[config.mk]
export PLATFORM = sky130hd
export DESIGN_NAME = packed_macc_seq
export DESIGN_NICKNAME = d
export VERILOG_FILES = /design/src/rtl/packed_macc_seq.sv
export SDC_FILE = /design/constraint.sdc
export NUM_CORES = 1
export LEC_CHECK = 0
export ABC_CLOCK_PERIOD_IN_PS = 2200
export CORE_UTILIZATION = 40
export DETAILED_ROUTE_END_ITERATION = 8
export DONT_BUFFER_PORTS = 1
export PLACE_DENSITY = 0.65
export SETUP_SLACK_MARGIN = 0.05
export SYNTH_ARGS = -nofsm -noshare
export SYNTH_HDL_FRONTEND = slang
export SYNTH_SLANG_ARGS = --single-unit
[constraint.sdc]
create_clock -name clk -period 2.2 [get_ports clk]
set_clock_uncertainty 0.1 [all_clocks]
set_input_delay 0.33 -clock clk [delete_from_list [all_inputs] [get_ports clk]]
set_output_delay 0.33 -clock clk [all_outputs]
set_load 0.05 [all_outputs]
[src/rtl/packed_macc_seq.sv]
// packed_macc_seq: sequencer for the packed dual-lane INT8 MACC slice.
// Streams (x, wj, wk) elements into the slice, feeds the packed accumulator
// back through the C port, waits out the slice latency per element, then
// unpacks the two lanes (with borrow correction for signed data).
//
// Ports:
//   clk, rst_n                  clock, async active-low reset
//   start, len                  begin a dot product of len elements (IDLE only)
//   busy                        high whenever not IDLE
//   in_valid/in_ready           element handshake; in_x, in_wj, in_wk payload
//   mac_input_i/weight_j/_k     registered slice operands
//   mac_ji_accum/mac_ki_accum   packed accumulator presented to slice C
//   mac_ji/mac_ki               slice P (upper/lower fields)
//   res_valid/res_ready         result handshake; res_j, res_k lane sums
module packed_macc_seq #(
    parameter int unsigned WIDTH   = 8,
    parameter int unsigned SIGN    = 1,
    parameter int unsigned DSP_LAT = 3,
    parameter int unsigned LEN_W   = 10
) (
    input  logic                  clk,
    input  logic                  rst_n,
    input  logic                  start,
    input  logic [LEN_W-1:0]      len,
    output logic                  busy,
    input  logic                  in_valid,
    output logic                  in_ready,
    input  logic [WIDTH-1:0]      in_x,
    input  logic [WIDTH-1:0]      in_wj,
    input  logic [WIDTH-1:0]      in_wk,
    output logic [WIDTH-1:0]      mac_input_i,
    output logic [WIDTH-1:0]      mac_weight_j,
    output logic [WIDTH-1:0]      mac_weight_k,
    output logic [24+WIDTH-1:0]   mac_ji_accum,
    output logic [24-WIDTH-1:0]   mac_ki_accum,
    input  logic [24+WIDTH-1:0]   mac_ji,
    input  logic [24-WIDTH-1:0]   mac_ki,
    output logic                  res_valid,
    input  logic                  res_ready,
    output logic [24+WIDTH-1:0]   res_j,
    output logic [24-WIDTH-1:0]   res_k
);

    localparam int unsigned UW     = 24 + WIDTH;
    localparam int unsigned LW     = 24 - WIDTH;
    localparam int unsigned WAIT_W = 4;

    typedef enum logic [1:0] {
        S_IDLE  = 2'd0,
        S_FETCH = 2'd1,
        S_WAIT  = 2'd2,
        S_DONE  = 2'd3
    } state_t;

    state_t              state_q, state_d;
    logic [LEN_W-1:0]    cnt_q, cnt_d;
    logic [WAIT_W-1:0]   wcnt_q, wcnt_d;
    logic [UW-1:0]       acc_hi_q, acc_hi_d;
    logic [LW-1:0]       acc_lo_q, acc_lo_d;
    logic [WIDTH-1:0]    op_x_q, op_x_d;
    logic [WIDTH-1:0]    op_j_q, op_j_d;
    logic [WIDTH-1:0]    op_k_q, op_k_d;
    logic                in_ready_q, in_ready_d;
    logic                busy_q, busy_d;
    logic                res_valid_q, res_valid_d;
    logic [UW-1:0]       res_j_q, res_j_d;
    logic [LW-1:0]       res_k_q, res_k_d;
    logic [UW-1:0]       unpack_j;

    // Signed lanes: a negative lower field borrowed one from the upper field.
    always_comb begin
        unpack_j = acc_hi_q;
        if (SIGN != 0) begin
            unpack_j = acc_hi_q + UW'(acc_lo_q[LW-1]);
        end
    end

    // Next-state and next-output logic.
    always_comb begin
        state_d     = state_q;
        cnt_d       = cnt_q;
        wcnt_d      = wcnt_q;
        acc_hi_d    = acc_hi_q;
        acc_lo_d    = acc_lo_q;
        op_x_d      = op_x_q;
        op_j_d      = op_j_q;
        op_k_d      = op_k_q;
        res_valid_d = res_valid_q;
        res_j_d     = res_j_q;
        res_k_d     = res_k_q;

        case (state_q)
            S_IDLE: begin
                if (start) begin
                    acc_hi_d = '0;
                    acc_lo_d = '0;
                    if (len != '0) begin
                        cnt_d   = len;
                        state_d = S_FETCH;
                    end else begin
                        state_d = S_DONE;
                    end
                end
            end
            S_FETCH: begin
                if (in_valid && in_ready_q) begin
                    op_x_d  = in_x;
                    op_j_d  = in_wj;
                    op_k_d  = in_wk;
                    wcnt_d  = WAIT_W'(DSP_LAT);
                    state_d = S_WAIT;
                end
            end
            S_WAIT: begin
                // wcnt == 1 marks the edge DSP_LAT cycles after the handshake.
                if (wcnt_q == WAIT_W'(1)) begin
                    acc_hi_d = mac_ji;
                    acc_lo_d = mac_ki;
                    cnt_d    = cnt_q - LEN_W'(1);
                    wcnt_d   = '0;
                    state_d  = (cnt_q == LEN_W'(1)) ? S_DONE : S_FETCH;
                end else begin
                    wcnt_d = wcnt_q - WAIT_W'(1);
                end
            end
            S_DONE: begin
                // First DONE cycle registers the unpacked result.
                if (!res_valid_q) begin
                    res_valid_d = 1'b1;
                    res_j_d     = unpack_j;
                    res_k_d     = acc_lo_q;
                end else if (res_ready) begin
                    res_valid_d = 1'b0;
                    state_d     = S_IDLE;
                end
            end
            default: begin
                state_d = S_IDLE;
            end
        endcase

        in_ready_d = (state_d == S_FETCH);
        busy_d     = (state_d != S_IDLE);
    end

    // State and output registers.
    always_ff @(posedge clk or negedge rst_n) begin
        if (!rst_n) begin
            state_q     <= S_IDLE;
            cnt_q       <= '0;
            wcnt_q      <= '0;
            acc_hi_q    <= '0;
            acc_lo_q    <= '0;
            op_x_q      <= '0;
            op_j_q      <= '0;
            op_k_q      <= '0;
            in_ready_q  <= 1'b0;
            busy_q      <= 1'b0;
            res_valid_q <= 1'b0;
            res_j_q     <= '0;
            res_k_q     <= '0;
        end else begin
            state_q     <= state_d;
            cnt_q       <= cnt_d;
            wcnt_q      <= wcnt_d;
            acc_hi_q    <= acc_hi_d;
            acc_lo_q    <= acc_lo_d;
            op_x_q      <= op_x_d;
            op_j_q      <= op_j_d;
            op_k_q      <= op_k_d;
            in_ready_q  <= in_ready_d;
            busy_q      <= busy_d;
            res_valid_q <= res_valid_d;
            res_j_q     <= res_j_d;
            res_k_q     <= res_k_d;
        end
    end

    assign busy         = busy_q;
    assign in_ready     = in_ready_q;
    assign mac_input_i  = op_x_q;
    assign mac_weight_j = op_j_q;
    assign mac_weight_k = op_k_q;
    assign mac_ji_accum = acc_hi_q;
    assign mac_ki_accum = acc_lo_q;
    assign res_valid    = res_valid_q;
    assign res_j        = res_j_q;
    assign res_k        = res_k_q;

endmodule

# Yosys cells after proc, flatten, opt, wreduce, memory -nomap -nowiden

Index checks and enable logic that the tools add are counted.

Register bits: 139
Word-level logic and storage cells: 61

Add/sub/neg operators: 3
Equal/unequal tests: 10
Mux-type cells: 23
Bitwise operators: 1
Reductions and logical operators: 11

Operators with widths:

| operator                                                               | number |
|---|---|
| 32-bit 2-to-1 mux                                                      | 2 |
| 32-bit case mux with 2 select lines                                    | 1 |
| 32-bit by 1-bit adder with 32-bit output                               | 1 |
| 16-bit 2-to-1 mux                                                      | 2 |
| 16-bit case mux with 2 select lines                                    | 1 |
| 10-bit 2-to-1 mux                                                      | 3 |
| 10-bit case mux with 2 select lines                                    | 1 |
| 2-bit 2-to-1 mux                                                       | 7 |
| 10-bit by 1-bit equality test with 1-bit output, second input constant | 1 |
| 10-bit nonzero test                                                    | 1 |
| 10-bit by 1-bit subtractor with 10-bit output, second input constant   | 1 |
| 4-bit 2-to-1 mux                                                       | 2 |
| 2-bit != test, second input constant                                   | 4 |
| 2-bit case mux with 4 select lines                                     | 1 |
| 4-bit case mux with 2 select lines                                     | 1 |
| 2-bit AND reduction                                                    | 3 |
| 2-bit nonzero test                                                     | 3 |
| 2-bit by 1-bit equality test with 1-bit output, second input constant  | 2 |
| 2-bit equality test, second input constant                             | 2 |
| 4-bit by 1-bit equality test with 1-bit output, second input constant  | 1 |
| 4-bit AND reduction                                                    | 1 |
| 4-bit by 1-bit subtractor with 4-bit output, second input constant     | 1 |
| 3-bit AND reduction                                                    | 1 |
| 2-bit zero test                                                        | 1 |
| 3 further kinds                                                        | 4 |

# Logic depth before layout (Yosys ltp)

Gate-level depths: netlist of run 1.

Word-level depth: 5
Depth in mapped cells: 8
Depth with buffers taken out: 7

# Worst setup path after synthesis of run 1

No wires, ideal clock.

Path kind: reg-to-reg
From: reg acc_lo_q[15] (netlist: mac_ki_accum[15])
To: reg res_j_q[28] (netlist: res_j[28])
Setup time: 0.133 ns
Arrival time: 2.063 ns
Path slack: -0.097 ns
Cell stages (with the launch flop): 8
Path buffers: 0
Period minus slack after synthesis: 2.297 ns
Cell sequence: dfrtp_1 -> ha_1 -> ha_1 -> and4_1 -> nand4_2 -> nor4b_1 -> xnor2_1 -> o21ai_0

Word-level cells in the longest chain between the ends: 1

Ends and longest elaborated chain:

| element                                  | line | source |
|---|---|---|
| start, declared                          | 59   | `logic [LW-1:0] acc_lo_q, acc_lo_d;` |
| start signal, assigned                   | 167  | `acc_lo_q <= acc_lo_d;` |
| 32-bit by 1-bit adder with 32-bit output | 74   | `unpack_j = acc_hi_q + UW'(acc_lo_q[LW-1]);` |
| end signal, assigned                     | 174  | `res_j_q <= res_j_d;` |
| end, declared                            | 66   | `logic [UW-1:0] res_j_q, res_j_d;` |

Every way passes these cells.
A chain may end at the register's enable or synchronous reset.

# Worst setup path after layout of run 1

From: reg cnt_q[4]
To: reg in_ready_q (netlist: in_ready)

Word-level cells in the longest chain between the ends: 5

Ends and longest elaborated chain:

| element                                         | line | source |
|---|---|---|
| start, declared                                 | 56   | `logic [LEN_W-1:0] cnt_q, cnt_d;` |
| start signal, assigned                          | 164  | `cnt_q <= cnt_d;` |
| 10-bit by 1-bit equality test with 1-bit output | 121  | `state_d = (cnt_q == LEN_W'(1)) ? S_DONE : S_FETCH;` |
| 2-bit 2-to-1 mux                                | 121  |  |
| 2-bit 2-to-1 mux                                | 116  | `if (wcnt_q == WAIT_W'(1)) begin` |
| 2-bit case mux with 4 select lines              | 92   | `case (state_q)` |
| named net state_d[1]                            | 55   | `state_t state_q, state_d;` |
| 2-bit by 1-bit equality test with 1-bit output  | 142  | `in_ready_d = (state_d == S_FETCH);` |
| named net in_ready_d                            | 63   | `logic in_ready_q, in_ready_d;` |
| end signal, assigned                            | 171  | `in_ready_q <= in_ready_d;` |
| end, declared                                   | 63   |  |

The timed path passes the listed nets, and every way through them passes these cells.

==> out/metrics.yaml, run 1 <==
setup_ws_ns: 0.151
synth.avg_cell_area_um2: 10.1
critPathKind: "reg2reg"
timing.max_cap.violations: 0
final_core_util: 0.534
ys_warn_count: 0
synth_top_cell_by_area: "dfrtp_1"
cp_num_buf_inv: 0
finalSetupViolations: 0
pre_cts_ws_ns: 0.0478
cts_tree: "done"
dr.pass1.iters: 5
cp.arrival_ns: 2.26
clk_path_buf_depth: 2
status: "complete, but fails checks"
grt_pass1_vias: 5016
die_w_um: 127
syn2layout_area_growth_pct: 30.8
finalWirelength_mm: 15.8
clk_latency_ns: 0.41
max_slew_margin: 0.612
fin_crit_ns: 2.05
cp_cell_sequence: "or3_4 > or3_4 > or4b_4 > nand2_2 > nor2_2"
grt_pass1_wl_mm: 25.5
grt_usage: 0.204
syn_inst: 618
synth.most_common_cell: "nand2_1"
tns_ns: 0
antenna_left: 0
hold_viol: 139
dp.cells: 817
whs_ns: -0.494
initial_core_util: 0.409
synth_ff_type: "dfrtp_1"
crit_path_top_delay_cell: "or4b_4"
p_leak_nw: 3.55
max_clock_freq_mhz: 488
place.gp.congestion: 0.825
fill_cells: 1317
vias: 4856
yosys_register_bits: 139
reg2reg_depth: 5
drc_errors: 0
clkSlewWorstSetupHoldPaths_ns: 0.06
stdcell_count: 926
slew_violations: 0
cts_hold_buffers: 77
synth_top_area_share: 0.560
wl_per_cell_um: 17.0
placeableCoreArea_um2: 15200
finalPower_mw: 14.7
violations: "negative hold slack"
cts-root-buf: "clkbuf_16"
fin_crit_sh: 0.931
placementRows: 45
drive_gt1_frac: 0.188
grt_overflow_total: 0
yosysSeqAreaShare: 0.560
synth_edf_count: 0
drt_iter0_markers: 328
io_buffers: 0
pin_count: 210
async_flop_share: 1.00
cp-start-kind: "flop"
worst_pin_slew_ns: 0.582
h-tree-depth: 4
path_delay_family: "simple AND/OR/NAND/NOR gates"
pwr_density_cell_nw_per_um2: 1810
syn_area_um2: 6210
hp-class: "in2async"
synth_common_cells: "149 x nand2_1, 139 x dfrtp_1, 92 x o21ai_0, 42 x mux2_2, 25 x clkbuf_1"
cts_buffers: 17
crit_fanout: 7
dieArea_um2: 16000
final_nets: 818
rsz0062_at_grt: "true"
antenna_cells: 0
clock_sinks: 139
cpMostUsedCell: "or3_4"
cp_slowest_stage_delay_ns: 0.53
via_per_inst: 5.24
worst-path-stages: 5
grt_max_degree: 140
cp-end-kind: "flop"
antenna_found_initial: 0
dp_hpwl_mm: 10.4
crit_required_ns: 2.41
dpl_cell_area_um2: 6680
vdd_ir_drop_max_uv: 665
fin_area_um2: 8120
synth_nets: 711
r2r_setup_slack_ns: 0.15
synth.distinct_cells: 47
die_h_um: 127
netlist_top_cells_area: "dfrtp_1 56%, nand2_1 9.0%, mux2_2 7.6%, o21ai_0 7.4%, xnor2_1 2.5%"
[worst reg2reg max path: stages, from the launching register on]
cell and delay [ns]:
dfrtp_1 0.44, or3_4 0.39, or3_4 0.35, or4b_4 0.53, nand2_2 0.09, nor2_2 0.04
[sequential cells by signal, summed over array words and instances, names as in the netlist]
| signal | cells |
|---|---|
| mac_ki_accum | 16 |
| mac_input_i | 8 |
| cnt_q | 10 |
| state_q | 2 |
| res_j | 32 |
| mac_weight_j | 8 |
| in_ready | 1 |
| mac_ji_accum | 32 |
| busy | 1 |
| wcnt_q | 4 |
| res_valid | 1 |
| mac_weight_k | 8 |
| res_k | 16 |
[per-layer routing]
metal	share of wire	track usage
met1	0.39	0.229
met2	0.51	0.350
met3	0.064	0.0692
met4	0.027	0.0900
met5	0	0
[report_power, final]
group / switching (mW) / leakage (nW) / total (mW) / internal [mW]
Sequential: 3.69 / 1.81 / 7.39 / 3.70
Clock: 1.06 / 0.292 / 2.88 / 1.82
Combinational: 2.84 / 1.44 / 4.47 / 1.63
Total: 7.59 / 3.55 / 14.7 / 7.15
[final cells by class]
| class | count | area [um^2] | share of cell area |
|---|---|---|---|
| flip-flops and latches | 139 | 3480 | 0.429 |
| clock inverters | 9 | 110 | 0.0136 |
| well taps | 188 | 235 | 0.0290 |
| multi-input cells | 435 | 2630 | 0.324 |
| clock buffers | 23 | 498 | 0.0613 |
| repair buffers | 123 | 1130 | 0.139 |
| inverters | 9 | 33.8 | 0.00416 |
[final timing paths]
| check | startpoint | end |
|---|---|---|
| setup / recovery | cnt_q[4]$_DFFE_PN0P_ | in_ready$_DFF_PN0_ |
| hold / removal | rst_n | mac_weight_k[5]$_DFFE_PN0P_ |
| setup reg to reg | cnt_q[4]$_DFFE_PN0P_ | in_ready$_DFF_PN0_ |
| hold reg to reg | wcnt_q[3]$_DFFE_PN0P_ | wcnt_q[3]$_DFFE_PN0P_ |
| max in group asynchronous | rst_n | mac_ji_accum[0]$_DFFE_PN0P_ |
| min in group clk | len[3] | cnt_q[3]$_DFFE_PN0P_ |
[timing repair]
action,4_1_cts,5_1_grt
hold endpoints to repair,217,139
setup buffers,0,0
resized for setup,0,11
setup endpoints to repair,3,10
[kinds of logic after synthesis]
| logic type | after synthesis | share of synthesized area |
|---|---|---|
| adders and majority gates | 6 | 0.0121 |
| DFF | 139 | 0.560 |
| xor gates and xnor gates | 30 | 0.0423 |
| buffers and inverters | 44 | 0.0286 |
| and+or+nand+nor | 237 | 0.177 |
| muxes | 42 | 0.0761 |
| AOI/OAI and AO/OA | 120 | 0.103 |
[layout by cell type (no fill, tap or decap), drive strengths merged, types with 12 or more instances in the layout]
cell	count
xor2	12
dlygate4sd3	77
nor2	16
a21oi	14
xnor2	18
buf	46
mux2	42
nand3	17
dfrtp	139
nand2	150
o21ai	92
clkbuf	23
(Power assumes the default switching activity.)
==> run 2, diff against run 1 <==
ABC_CLOCK_PERIOD_IN_PS = 2050   (was 2200)
GPL_TIMING_DRIVEN = 0   (was unset)
clock period = 2.05 ns   (was 2.2 ns; I/O delays follow)
==> run 2 against run 1 <==
The run ends with negative hold slack, negative setup slack left; global-route usage up 2.0 points; worst hold slack worse by 0.011 ns; first-iteration DRC count down 8.5%; setup slack worse by 0.28 ns; sequential power up 28%; non-clock buffer count up 12; critical endpoint is now res_j[29]$_DFFE_PN0P_; final area up 3.1%; register-to-register slack worse by 0.28 ns.
==> out/metrics.yaml, run 2 (same netlist as run 1, synthesis figures left out) <==
globalRoute.busiestLayer: "met2"  # unchanged
multi_input_area_um2: 2800  # was 2630 um^2
met1_usage: 0.256  # was 0.229
cts_tree: "done"  # unchanged
antenna_found_initial: 0  # unchanged
pre_cts_ws_ns: -0.677  # was 0.0478 ns
cp.arrival_ns: 2.36  # was 2.26 ns
syn2layout_area_growth_pct: 34.8  # was 30.8%
wl_per_cell_um: 18.7  # was 17.0 um
placementRows: 45  # unchanged
grt_usage: 0.224  # was 0.204
cp-start-kind: "flop"  # unchanged
dp_hpwl_mm: 11.5  # was 10.4 mm
use_met2: 0.393  # was 0.350
worst_pin_slew_ns: 0.674  # was 0.582 ns
clkSlewWorstSetupHoldPaths_ns: 0.06  # about the same
whs_ns: -0.506  # was -0.494 ns
via_per_inst: 5.39  # was 5.24
cp-end-kind: "flop"  # unchanged
hold_viol: 139  # unchanged
r2r_setup_slack_ns: -0.13  # was 0.15 ns
p_leak_nw: 3.60  # was 3.55 nW
initial_core_util: 0.409  # unchanged
placeableCoreArea_um2: 15200  # unchanged
drt_iter0_markers: 300  # was 328
antenna_cells: 0  # unchanged
fin_crit_ns: 2.18  # was 2.05 ns
dr.pass1.iters: 4  # was 5
drive_gt1_frac: 0.252  # was 0.188
r2r_end: "res_j[29]$_DFFE_PN0P_"  # was in_ready$_DFF_PN0_
max_slew_margin: 0.551  # was 0.612
die_h_um: 127  # unchanged
register_area_um2: 3520  # was 3480 um^2
path_delay_family: "simple AND/OR/NAND/NOR gates"  # unchanged
rsz0062_at_grt: "true"  # unchanged
slew_violations: 0  # unchanged
drc_errors: 0  # unchanged
grt_max_degree: 140  # unchanged
cts_hold_buffers: 76  # was 77
cp_slowest_stage_delay_ns: 0.56  # was 0.53 ns
cpMostUsedCell: "buf_4"  # was or3_4
status: "complete, but fails checks"  # unchanged
cts-root-buf: "clkbuf_16"  # unchanged
clock_sinks: 139  # unchanged
tns_ns: -1.05  # was 0 ns
r2r_start: "mac_ki_accum[15]$_DFFE_PN0P_"  # was cnt_q[4]$_DFFE_PN0P_
cts_buffers: 17  # unchanged
cp_num_buf_inv: 2  # was 0
pin_count: 210  # unchanged
dpl_cell_area_um2: 6500  # was 6680 um^2
final_nets: 831  # was 818
setup_ws_ns: -0.128  # was 0.151 ns
h-tree-depth: 4  # unchanged
max_clock_freq_mhz: 459  # was 488 MHz
vdd_ir_drop_max_uv: 891  # was 665 uV
finalPower_mw: 16.1  # was 14.7 mW
finalWirelength_mm: 17.6  # was 15.8 mm
grt_pass1_wl_mm: 27.5  # was 25.5 mm
die_w_um: 127  # unchanged
grt_overflow_total: 0  # unchanged
vias: 5061  # was 4856
clk_latency_ns: 0.41  # about the same
fin_crit_sh: 1.06  # was 0.931
grt_pass1_vias: 5202  # was 5016
critPathKind: "reg2reg"  # unchanged
fin_area_um2: 8370  # was 8120 um^2
mostFrequentLayoutCell: "nand2_1"  # unchanged
cp_cell_sequence: "ha_4 > nand3_4 > nor4_4 > buf_4 > buf_4 > nor4bb_4 > xnor2_1 > o21ai_1"  # was or3_4 > or3_4 > or4b_4 > nand2_2 > nor2_2
dieArea_um2: 16000  # unchanged
reg2reg_depth: 8  # was 5
pwr_density_cell_nw_per_um2: 1920  # was 1810 nW/um^2
place.gp.congestion: 0.853  # was 0.825
timing.max_cap.violations: 0  # unchanged
met3_usage: 0.0582  # was 0.0692
violations: "negative hold slack, negative setup slack"  # was negative hold slack
fill_cells: 1288  # was 1317
hp-class: "in2async"  # unchanged
io_buffers: 0  # unchanged
mostFrequentLayoutCells: "149 x nand2_1, 111 x dfrtp_1, 77 x o21ai_0"  # was 149 x nand2_1, 137 x dfrtp_1, 92 x o21ai_0
clk_path_buf_depth: 2  # unchanged
finalSetupViolations: 12  # was 0
crit_required_ns: 2.23  # was 2.41 ns
crit_fanout: 4  # was 7
crit_path_top_delay_cell: "dfrtp_2"  # was or4b_4
antenna_left: 0  # unchanged
-- run 2: changes by cell type in the layout (fill, tap and decap cells not counted), sizes merged --
cell and change:
clkinv +1, clkbuf +20, dlygate4sd3 -1, a22oi +1, inv -1, buf -8, bufinv +1
-- run 2: worst reg2reg max path: stages, from the launching register on --
cell	delay, ns
dfrtp_2	0.56
ha_4	0.23
nand3_4	0.11
nor4_4	0.23
buf_4	0.19
buf_4	0.11
nor4bb_4	0.28
xnor2_1	0.17
o21ai_1	0.08
-- run 2: how the worst max path moves through the flow --
stage	cells after the start	slack, ns	start	end
2_1_floorplan	7	-0.02	mac_ki_accum[15]$_DFFE_PN0P_	res_j[26]$_DFFE_PN0P_
3_3_place_gp	7	-0.57	wcnt_q[0]$_DFFE_PN0P_	cnt_q[1]$_DFFE_PN0P_
3_5_place_dp	7	-0.68	wcnt_q[0]$_DFFE_PN0P_	cnt_q[1]$_DFFE_PN0P_
4_1_cts	7	-0.11	mac_ki_accum[15]$_DFFE_PN0P_	res_j[25]$_DFFE_PN0P_
5_1_grt	8	-0.21	mac_ki_accum[15]$_DFFE_PN0P_	res_j[26]$_DFFE_PN0P_
6_report	8	-0.13	mac_ki_accum[15]$_DFFE_PN0P_	res_j[29]$_DFFE_PN0P_
-- run 2: area by class of cell --
class	instances	share of cell area
well taps	188	0.0281
plain buffers	31	0.0215
clock inverters	10	0.0167
inverters	9	0.00403
clock buffers	22	0.0566
repair buffers	104	0.118
flip-flops and latches	139	0.420
multi-input cells	436	0.335
-- run 2: what timing repair did --
item,4_1_cts,5_1_grt
buffers inserted,15,10
gates cloned,2,2
endpoints found under the setup margin,130,81
resized for setup,58,57
pin swaps,9,13
hold endpoints to repair,217,139
-- run 2: report_power, final --
part / internal, mW / leakage, nW / switching (mW) / total [mW]
combinational: 1.65 / 1.54 / 1.81 / 3.47
sequential: 4.00 / 1.77 / 5.46 / 9.46
clock: 2.01 / 0.292 / 1.13 / 3.14
-- run 2: per-layer routing --
metal	routed length [um]	part of all wire
met4	591	0.034
met1	6860	0.39
met5	0	0
met3	1080	0.061
met2	9050	0.51
-- run 2: stage by stage --
stage | util | std cells
floorplan | - | 618
global placement | 0.428 | 806
detailed placement | 0.428 | 806
CTS | 0.538 | 929
global route | 0.551 | 939
finish | 0.551 | 939
==> run 3, diff against run 2 <==
--- a/config.mk
+++ b/config.mk
@@ -13,2 +13,3 @@
 export PLACE_DENSITY = 0.65
+export RECOVER_POWER = 100
 export SETUP_SLACK_MARGIN = 0.05
==> constraint.sdc (replaced) <==
create_clock -name clk -period 2.05 [get_ports clk]
set_clock_uncertainty 0.1 [all_clocks]
set_input_delay 0.41 -clock clk [delete_from_list [all_inputs] [get_ports clk]]
set_output_delay 0.41 -clock clk [all_outputs]
set_load 0.05 [all_outputs]
==> run 3 against run 2 <==
Cell count decreased by 8.4%; sequential cell count is the same; the flow still finishes with violations (negative hold slack, negative setup slack); count of clock-buffer cells in the layout unchanged; non-clock buffer count is 79 lower; final area down 9.9%.
==> out/metrics.yaml, run 3 (same netlist as run 1, synthesis figures left out) <==
antenna_left: 0  # unchanged
grt_pass1_wl_mm: 25.7  # was 27.5 mm
h-tree-depth: 4  # unchanged
clkSlewWorstSetupHoldPaths_ns: 0.06  # about the same
max_slew_margin: 0.568  # was 0.551
antenna_cells: 0  # unchanged
clock_sinks: 139  # unchanged
grt_overflow_total: 0  # unchanged
rsz0062_at_grt: "true"  # unchanged
critPathKind: "reg2reg"  # unchanged
r2r_start: "mac_ki_accum[15]$_DFFE_PN0P_"  # unchanged
fill_cells: 1380  # was 1288
finalWirelength_mm: 16.3  # was 17.6 mm
finalSetupViolations: 53  # was 12
cp-start-kind: "flop"  # unchanged
grt_max_degree: 140  # unchanged
final_nets: 752  # was 831
cp-startpoint: "mac_ki_accum[15]$_DFFE_PN0P_"  # unchanged
crit_required_ns: 2.23  # about the same
initial_core_util: 0.409  # unchanged
timing.max_cap.violations: 0  # unchanged
r2r_setup_slack_ns: -0.11  # was -0.13 ns
fin_crit_sh: 1.05  # was 1.06
drive_gt1_frac: 0.266  # was 0.252
cts-root-buf: "clkbuf_16"  # unchanged
dr.pass1.iters: 4  # unchanged
fin_crit_ns: 2.16  # was 2.18 ns
via_per_inst: 5.44  # was 5.39
grt_pass1_vias: 4762  # was 5202
dp_hpwl_mm: 11.5  # unchanged
hold_viol: 139  # unchanged
die_w_um: 127  # unchanged
worst_pin_slew_ns: 0.649  # was 0.674 ns
drc_errors: 0  # unchanged
cp.arrival_ns: 2.34  # was 2.36 ns
syn2layout_area_growth_pct: 21.4  # was 34.8%
vias: 4677  # was 5061
setup_ws_ns: -0.112  # was -0.128 ns
pin_count: 210  # unchanged
crit_end: "res_j[26]$_DFFE_PN0P_"  # was res_j[29]$_DFFE_PN0P_
cp-end-kind: "flop"  # unchanged
clk_path_buf_depth: 2  # unchanged
register_area_um2: 3520  # about the same
reg2reg_depth: 8  # unchanged
max_clock_freq_mhz: 462  # was 459 MHz
place.gp.congestion: 0.853  # unchanged
hp-class: "in2async"  # unchanged
met1_usage: 0.246  # was 0.256
io_buffers: 0  # unchanged
whs_ns: -0.409  # was -0.506 ns
multi_input_area_um2: 2780  # was 2800 um^2
wl_per_cell_um: 19.0  # was 18.7 um
placeableCoreArea_um2: 15200  # unchanged
status: "complete, but fails checks"  # unchanged
antenna_found_initial: 0  # unchanged
use_met2: 0.360  # was 0.393
globalRoute.busiestLayer: "met2"  # unchanged
r2r_end: "res_j[26]$_DFFE_PN0P_"  # was res_j[29]$_DFFE_PN0P_
dieArea_um2: 16000  # unchanged
clk_latency_ns: 0.41  # about the same
violations: "negative hold slack, negative setup slack"  # unchanged
final_core_util: 0.496  # was 0.551
placementRows: 45  # unchanged
met3_usage: 0.0607  # was 0.0582
cts_tree: "done"  # unchanged
drt_iter0_markers: 282  # was 300
mostFrequentLayoutCells: "149 x nand2_1, 112 x dfrtp_1, 83 x o21ai_0"  # was 149 x nand2_1, 111 x dfrtp_1, 77 x o21ai_0
cts_buffers: 17  # unchanged
grt_usage: 0.210  # was 0.224
mostFrequentLayoutCell: "nand2_1"  # unchanged
die_h_um: 127  # unchanged
crit_fanout: 6  # was 4
slew_violations: 0  # unchanged
-- run 3: metrics by stage --
| stage | TNS (ns) | cell area [um^2] | setup WS, ns | instances |
|---|---|---|---|---|
| after floorplan | -0.0368 | 6270 | -0.0185 | 618 |
| after global placement | -43.89 | 6500 | -0.573 | 806 |
| after detailed placement | -49.94 | 6500 | -0.677 | 806 |
| after CTS | -1.05 | 7420 | -0.106 | 853 |
| after global routing | -9.21 | 7540 | -0.202 | 860 |
| final | -2.55 | 7540 | -0.112 | 860 |
-- run 3: worst min-delay path by stage --
stage | startpoint | endpoint | slack [ns] | cells past startpoint
final | rst_n | state_q[1]$_DFF_PN0_ | -0.41 | 0
after global routing | rst_n | mac_weight_k[6]$_DFFE_PN0P_ | -0.43 | 0
after CTS | rst_n | state_q[1]$_DFF_PN0_ | -0.43 | 0
after detailed placement | rst_n | mac_weight_j[3]$_DFFE_PN0P_ | 0.02 | 0
after global placement | rst_n | mac_weight_k[6]$_DFFE_PN0P_ | 0.02 | 0
after floorplan | rst_n | busy$_DFF_PN0_ | 0.01 | 0
-- run 3: area by class of cell --
cell class | instances | share of cell area
inverter | 9 | 0.00448
sequential | 139 | 0.466
clock buffer | 22 | 0.0629
buffer | 31 | 0.0219
clock inverter | 10 | 0.0186
multi-input combinational | 436 | 0.369
tap | 188 | 0.0312
timing repair buffer | 25 | 0.0254
-- run 3: layer usage --
metal  vias up  share of wire
li1       2204              -
met1      2274           0.40
met2       167           0.51
met3        32          0.068
met4         0          0.024
met5         -              0
-- run 3: critical path, cell delays in order (launching register included) --
cell and delay, ns:
dfrtp_2 0.57, ha_4 0.21, ha_4 0.14, and4_4 0.24, nand4_4 0.20, buf_6 0.22
nor4_4 0.13, xnor2_1 0.14, o21ai_1 0.07
-- run 3: what timing repair did --
action,4_1_cts,5_1_grt
gates cloned,2,1
pin swaps,9,8
hold endpoints to repair,139,139
setup endpoints to repair,130,81
gates resized for setup,58,42
buffers inserted,15,8
Power of run 3 is not shown: default switching activity piles up to over one toggle a cycle in this logic, so the estimate is an artifact.
